### config.mk
export PLATFORM = sky130hd
export DESIGN_NAME = pipeline_hazard_ctrl
export DESIGN_NICKNAME = d
export VERILOG_FILES = /design/src/rtl/mips_pkg.sv /design/src/rtl/pipeline_hazard_ctrl_forward_unit.sv /design/src/rtl/pipeline_hazard_ctrl.sv
export SDC_FILE = /design/constraint.sdc
export NUM_CORES = 1
export LEC_CHECK = 0
export CORE_UTILIZATION = 37
export CTS_CLUSTER_DIAMETER = 50
export DETAILED_ROUTE_END_ITERATION = 8
export PLACE_DENSITY = 0.8
export SYNTH_ARGS = -nofsm -noshare
export SYNTH_HDL_FRONTEND = slang
export SYNTH_SLANG_ARGS = --single-unit
### constraint.sdc
create_clock -name clk -period 2.22 [get_ports clk]
set_input_delay 0.555 -clock clk [delete_from_list [all_inputs] [get_ports clk]]
set_output_delay 0.555 -clock clk [all_outputs]
set_load 0.02 [all_outputs]
### src/rtl/mips_pkg.sv
// Shared definitions for the MIPS pipeline hazard controller.
// FSM state encoding and forwarding-select constants.
package mips_pkg;

  typedef enum logic [1:0] {
    ST_RUN   = 2'd0,
    ST_MISS  = 2'd1,
    ST_FLUSH = 2'd2
  } hz_state_e;

  localparam logic [1:0] FWD_RF    = 2'b00;
  localparam logic [1:0] FWD_EXMEM = 2'b10;
  localparam logic [1:0] FWD_MEMWB = 2'b01;

  // EX/MEM beats MEM/WB; register 0 is never forwarded.
  function automatic logic [1:0] fwd_sel(
    input logic       mem_we,
    input logic [4:0] mem_rd,
    input logic       wb_we,
    input logic [4:0] wb_rd,
    input logic [4:0] src
  );
    logic [1:0] sel;
    sel = FWD_RF;
    if (mem_we && mem_rd != 5'd0 && mem_rd == src)
      sel = FWD_EXMEM;
    else if (wb_we && wb_rd != 5'd0 && wb_rd == src)
      sel = FWD_MEMWB;
    return sel;
  endfunction

endpackage

### src/rtl/pipeline_hazard_ctrl_forward_unit.sv
// forward_unit: combinational EX-stage ALU operand select.
// Ports: EX/MEM and MEM/WB dest/write-enable, ex_rs/ex_rt in; fwd_a/fwd_b out.
module forward_unit
  import mips_pkg::*;
(
  input  logic       mem_reg_write,
  input  logic [4:0] mem_write_reg,
  input  logic       wb_reg_write,
  input  logic [4:0] wb_write_reg,
  input  logic [4:0] ex_rs,
  input  logic [4:0] ex_rt,
  output logic [1:0] fwd_a,
  output logic [1:0] fwd_b
);

  assign fwd_a = fwd_sel(mem_reg_write, mem_write_reg,
                         wb_reg_write, wb_write_reg, ex_rs);
  assign fwd_b = fwd_sel(mem_reg_write, mem_write_reg,
                         wb_reg_write, wb_write_reg, ex_rt);

endmodule

### src/rtl/pipeline_hazard_ctrl.sv
// Hazard/sequencing controller: load-use stall, branch flush, fetch-miss
// freeze, forwarding. Ports: hazard inputs from ID/EX/MEM/WB; stage enables,
// flushes, pc_src, fwd_a/b, miss_timeout, state_o out. HAZARD_PERF_CNT_EN
// adds cnt_load_stall, cnt_branch_flush, cnt_miss_cycles.
module pipeline_hazard_ctrl
  import mips_pkg::*;
#(
  parameter int MISS_TIMEOUT = 64,
  parameter int CNT_W        = 32
) (
  input  logic             clk,
  input  logic             rst_n,
  input  logic             hit,
  input  logic [4:0]       id_rs,
  input  logic [4:0]       id_rt,
  input  logic             id_uses_rt,
  input  logic             ex_mem_read,
  input  logic             ex_reg_write,
  input  logic [4:0]       ex_rs,
  input  logic [4:0]       ex_rt,
  input  logic [4:0]       ex_write_reg,
  input  logic             mem_branch,
  input  logic             mem_zero,
  input  logic             mem_reg_write,
  input  logic [4:0]       mem_write_reg,
  input  logic [4:0]       wb_write_reg,
  input  logic             wb_reg_write,
  output logic             pc_write,
  output logic             if_id_write,
  output logic             id_ex_write,
  output logic             ex_mem_write,
  output logic             mem_wb_write,
  output logic             if_id_flush,
  output logic             id_ex_flush,
  output logic             ex_mem_flush,
  output logic             pc_src,
  output logic [1:0]       fwd_a,
  output logic [1:0]       fwd_b,
  output logic             miss_timeout,
`ifdef HAZARD_PERF_CNT_EN
  output logic [CNT_W-1:0] cnt_load_stall,
  output logic [CNT_W-1:0] cnt_branch_flush,
  output logic [CNT_W-1:0] cnt_miss_cycles,
`endif
  output logic [1:0]       state_o
);

  localparam int MCW = $clog2(MISS_TIMEOUT + 1);
  localparam logic [MCW-1:0] LIM = MCW'(MISS_TIMEOUT);

  hz_state_e      r_state;
  hz_state_e      w_next;
  logic [MCW-1:0] r_miss_cnt;
  logic [MCW-1:0] w_cnt_inc;
  logic           r_timeout;
  logic           w_branch;
  logic           w_load_use;
  logic           w_ld_stall;
  logic           w_miss_cyc;
  logic           w_unused;

  // ex_reg_write is not needed: a load always writes its destination.
  assign w_unused = ex_reg_write;

  assign w_branch = mem_branch & mem_zero;
  assign w_load_use = ex_mem_read && ex_write_reg != 5'd0 &&
                      (ex_write_reg == id_rs ||
                       (id_uses_rt && ex_write_reg == id_rt));

  always_comb begin
    pc_write     = 1'b1;
    if_id_write  = 1'b1;
    id_ex_write  = 1'b1;
    ex_mem_write = 1'b1;
    mem_wb_write = 1'b1;
    if_id_flush  = 1'b0;
    id_ex_flush  = 1'b0;
    ex_mem_flush = 1'b0;
    pc_src       = 1'b0;
    w_ld_stall   = 1'b0;
    w_next       = r_state;
    if (w_branch) begin
      pc_src       = 1'b1;
      if_id_flush  = 1'b1;
      id_ex_flush  = 1'b1;
      ex_mem_flush = 1'b1;
      w_next       = ST_FLUSH;
    end else begin
      case (r_state)
        ST_FLUSH: begin
          // squash the fetch issued during the redirect
          if_id_flush = 1'b1;
          w_next      = hit ? ST_RUN : ST_MISS;
        end
        default: begin
          if (!hit) begin
            pc_write     = 1'b0;
            if_id_write  = 1'b0;
            id_ex_write  = 1'b0;
            ex_mem_write = 1'b0;
            mem_wb_write = 1'b0;
            w_next       = ST_MISS;
          end else begin
            // resuming from MISS re-checks the frozen ID instruction
            w_next = ST_RUN;
            if (w_load_use) begin
              pc_write    = 1'b0;
              if_id_write = 1'b0;
              id_ex_flush = 1'b1;
              w_ld_stall  = 1'b1;
            end
          end
        end
      endcase
    end
  end

  assign w_miss_cyc = (r_state == ST_MISS);
  assign w_cnt_inc  = (r_miss_cnt == LIM) ? LIM : r_miss_cnt + MCW'(1);

  always_ff @(posedge clk or negedge rst_n) begin
    if (!rst_n) begin
      r_state    <= ST_RUN;
      r_miss_cnt <= '0;
      r_timeout  <= 1'b0;
    end else begin
      r_state <= w_next;
      if (w_miss_cyc && !hit && !w_branch) begin
        r_miss_cnt <= w_cnt_inc;
        if (w_cnt_inc == LIM)
          r_timeout <= 1'b1;
      end else begin
        r_miss_cnt <= '0;
      end
    end
  end

`ifdef HAZARD_PERF_CNT_EN
  always_ff @(posedge clk or negedge rst_n) begin
    if (!rst_n) begin
      cnt_load_stall   <= '0;
      cnt_branch_flush <= '0;
      cnt_miss_cycles  <= '0;
    end else begin
      if (w_ld_stall)
        cnt_load_stall <= cnt_load_stall + CNT_W'(1);
      if (w_branch)
        cnt_branch_flush <= cnt_branch_flush + CNT_W'(1);
      if (w_miss_cyc)
        cnt_miss_cycles <= cnt_miss_cycles + CNT_W'(1);
    end
  end
`endif

  assign miss_timeout = r_timeout;
  assign state_o      = r_state;

  forward_unit u_fwd (
    .mem_reg_write (mem_reg_write),
    .mem_write_reg (mem_write_reg),
    .wb_reg_write  (wb_reg_write),
    .wb_write_reg  (wb_write_reg),
    .ex_rs         (ex_rs),
    .ex_rt         (ex_rt),
    .fwd_a         (fwd_a),
    .fwd_b         (fwd_b)
  );

endmodule

==> impl_metrics.tcl <==
set metrics [dict create \
    crit_required_ns 1.66 \
    grt_setup_unrepaired "yes" \
    die-area_sq_um 2940 \
    maxCapViolations 0 \
    drc_errors 0 \
    antenna_found_initial 0 \
    critPathBufInv 4 \
    rr_worst_depth 5 \
    port_buffers 59 \
    synth_area_per_cell_sq_um 8.62 \
    grt_max_degree 11 \
    grt_remaining_overflow 0 \
    ys_warn_count 0 \
    start_util_pct 40.0 \
    startpoint "mem_write_reg[1]" \
    path_delay_family "simple AND/OR/NAND/NOR gates" \
    wirelength_mm 3.68 \
    max_slew.worst_pin.slew_ns 0.443 \
    timing.final.crit_share_pct 113 \
    power_density_nw_per_um2 326 \
    via_per_inst 5.24 \
    post_drt_wl_per_cell_microns 15.8 \
    boundaryPins 61 \
    path_clk_slew_ns 0.07 \
    ys_types 35 \
    mostFrequentLayoutCells "buf_4 (26), xor2_1 (22), buf_6 (21), dlygate4sd2_1 (12), dfrtp_1 (10)" \
    ys_seq_area_share_pct 24.8 \
    ys_ff_latch 10 \
    clock_path_buffers 2 \
    async_flop_share_pct 100 \
    regArea_sq_um 250 \
    grt_usage_pct 24.8 \
    holdBufCountCts 0 \
    vias 1220 \
    gp_congestion 0.895 \
    drive_gt1_share_pct 45.3 \
    r2r_start "r_miss_cnt[0]" \
    synth_area_sq_um 1010 \
    hpwlAfterDp_mm 2.69 \
    cp_max_fo 2 \
    postRouteAntennaNets 0 \
    path_class "input port to output port" \
    rows 18 \
    worstHoldPathCells 1 \
    ctsHtreeMaxLevel 1 \
    finalCriticalPeriod_ns 2.51 \
    clock_sinks 10 \
    whs_ns 0.498 \
    met3_length_microns 212 \
    r2r_slack_ns 0.54 \
    setup_slack_ns -0.289 \
    irDropWorstVdd_mv 0.350 \
    slew_headroom_pct 70.4 \
    violations "negative setup slack" \
    die_y_microns 54.2 \
    start_kind "input port" \
    worstPathCellList "buf_6 -> or4_4 -> o21ai_4 -> buf_6 -> nor4_4 -> buf_4 -> nor4_4 -> buf_4" \
    fin_util_pct 78.0 \
    grt_pass1_vias 1214 \
    syn_inst 117 \
    cts-root-buf "clkbuf_4" \
    clock_latency_ns 0.27 \
    nets 251 \
    crit_arrival_ns 1.95 \
    fillers 166 \
    place_inst 223 \
    status "complete, but fails checks" \
    antennaDiodeCount 0 \
    synth_edf_count 0 \
    pre_cts_ws_ns -1.05 \
    drt-met1-wl_mm 1.32 \
    synth_ff_type "dfrtp_1" \
    timing.critical_path.slowest_stage_cell "or4_4" \
    grt_pass1_wl_mm 5.22 \
    top_layer "met4" \
    final_common_cell "buf_4" \
    p_leak_nw 0.926 \
    fin_skew_ns 0.00374 \
    critPathCaptureType "output port" \
    max_freq_ghz 0.399 \
    instances_no_fill 233 \
    multiInputGateArea_sq_um 842 \
    min_from "r_miss_cnt[0]" \
    hold_path.class "flop to flop" \
    core_area_sq_um 2520 \
    area_growth_pct 95.2 \
    finalSetupViolCount 7 \
    cts_tree "done" \
    numCtsBuffers 3 \
    syn_nets 164 \
    slowest_delay_ns 0.54 \
    die_x_microns 54.2 \
    first_pass_iters 4 \
    report.final.slew_viol_count 0 \
    final_hold_viol_count 0 \
    cp.depth 8 \
    dr.first_iter.drc_count 22 \
    wl_met2_mm 2.11 \
]
-- cells in the mapped netlist, types with 3 or more instances --
cell     instances  area (sq um)
or4_1            5          37.5
nand3_1          5          25.0
buf_4            4          30.0
nor4_1           5          31.3
nor2_1           3          11.3
a21oi_1          3          15.0
dfrtp_1         10           250
nand2_1          6          22.5
xor2_1          23           201
nor3_1           3          15.0
o31ai_1          3          22.5
xnor2_1          9          78.8
inv_1            8          30.0
o21ai_0          3          15.0
-- final timing paths --
path	end
setup / recovery	fwd_a[0]
hold / removal	r_miss_cnt[0]
setup reg to reg	miss_timeout
hold reg to reg	r_miss_cnt[0]
max in group asynchronous	r_miss_cnt[5]
min in group asynchronous	r_miss_cnt[0]
-- area by class of cell --
class                           instances  area share [%]
Multi-Input combinational cell         92            42.8
Sequential cell                        10            12.7
Tap cell                               30            1.91
Timing Repair Buffer                   89            39.2
Clock buffer                            4            1.84
Inverter                                8            1.53
-- registers in the layout, summed over array words and instances (netlist names) --
| signal | flops |
|---|---|
| state_o | 2 |
| miss_timeout | 1 |
| r_miss_cnt | 7 |
-- power by group --
| part | internal (mW) | leakage (nW) | switching, mW |
|---|---|---|---|
| Sequential | 0.185 | 0.131 | 0.00298 |
| Clock | 0.0996 | 0.0210 | 0.0644 |
| Combinational | 0.158 | 0.774 | 0.132 |
| Total | 0.443 | 0.926 | 0.199 |
-- cells by family (layout without fill, tap and decap cells) --
kind of cell,count (synthesis),in the layout,synth area share (%)
AO/OA/AOI/OAI,18,18,13.5
XOR/XNOR,32,32,27.8
adder cells (fa/ha/maj),2,2,2.48
buffers and inverters,15,101,7.94
flip-flops,10,10,24.8
multiplexers,1,1,0.993
AND/OR/NAND/NOR,39,39,22.5
-- stage by stage --
| step | TNS [ns] | area [sq um] | total power, mW |
|---|---|---|---|
| final | -0.749 | 1970 | 0.643 |
| after global routing | -1.04 | 1970 | 0.672 |
| after CTS | -0.777 | 1920 | 0.629 |
| after detailed placement | -8.31 | 1820 | 0.458 |
| after global placement | -7.79 | 1820 | 0.450 |
| after floorplan | -0.0286 | 1060 | 0.291 |
-- layer usage --
metal	vias to the layer above	GRT usage, %
met3	4	6.21
met5	-	0
li1	583	-
met2	62	47.2
met1	571	25.5
met4	0	9.40
-- repair_timing --
item / CTS / global route
resized for setup: 155 / 42
setup buffers: 3 / 3
pin swaps: 29 / 12
setup endpoints to repair: 13 / 11
No activity file was read; power rests on OpenSTA's default activity.
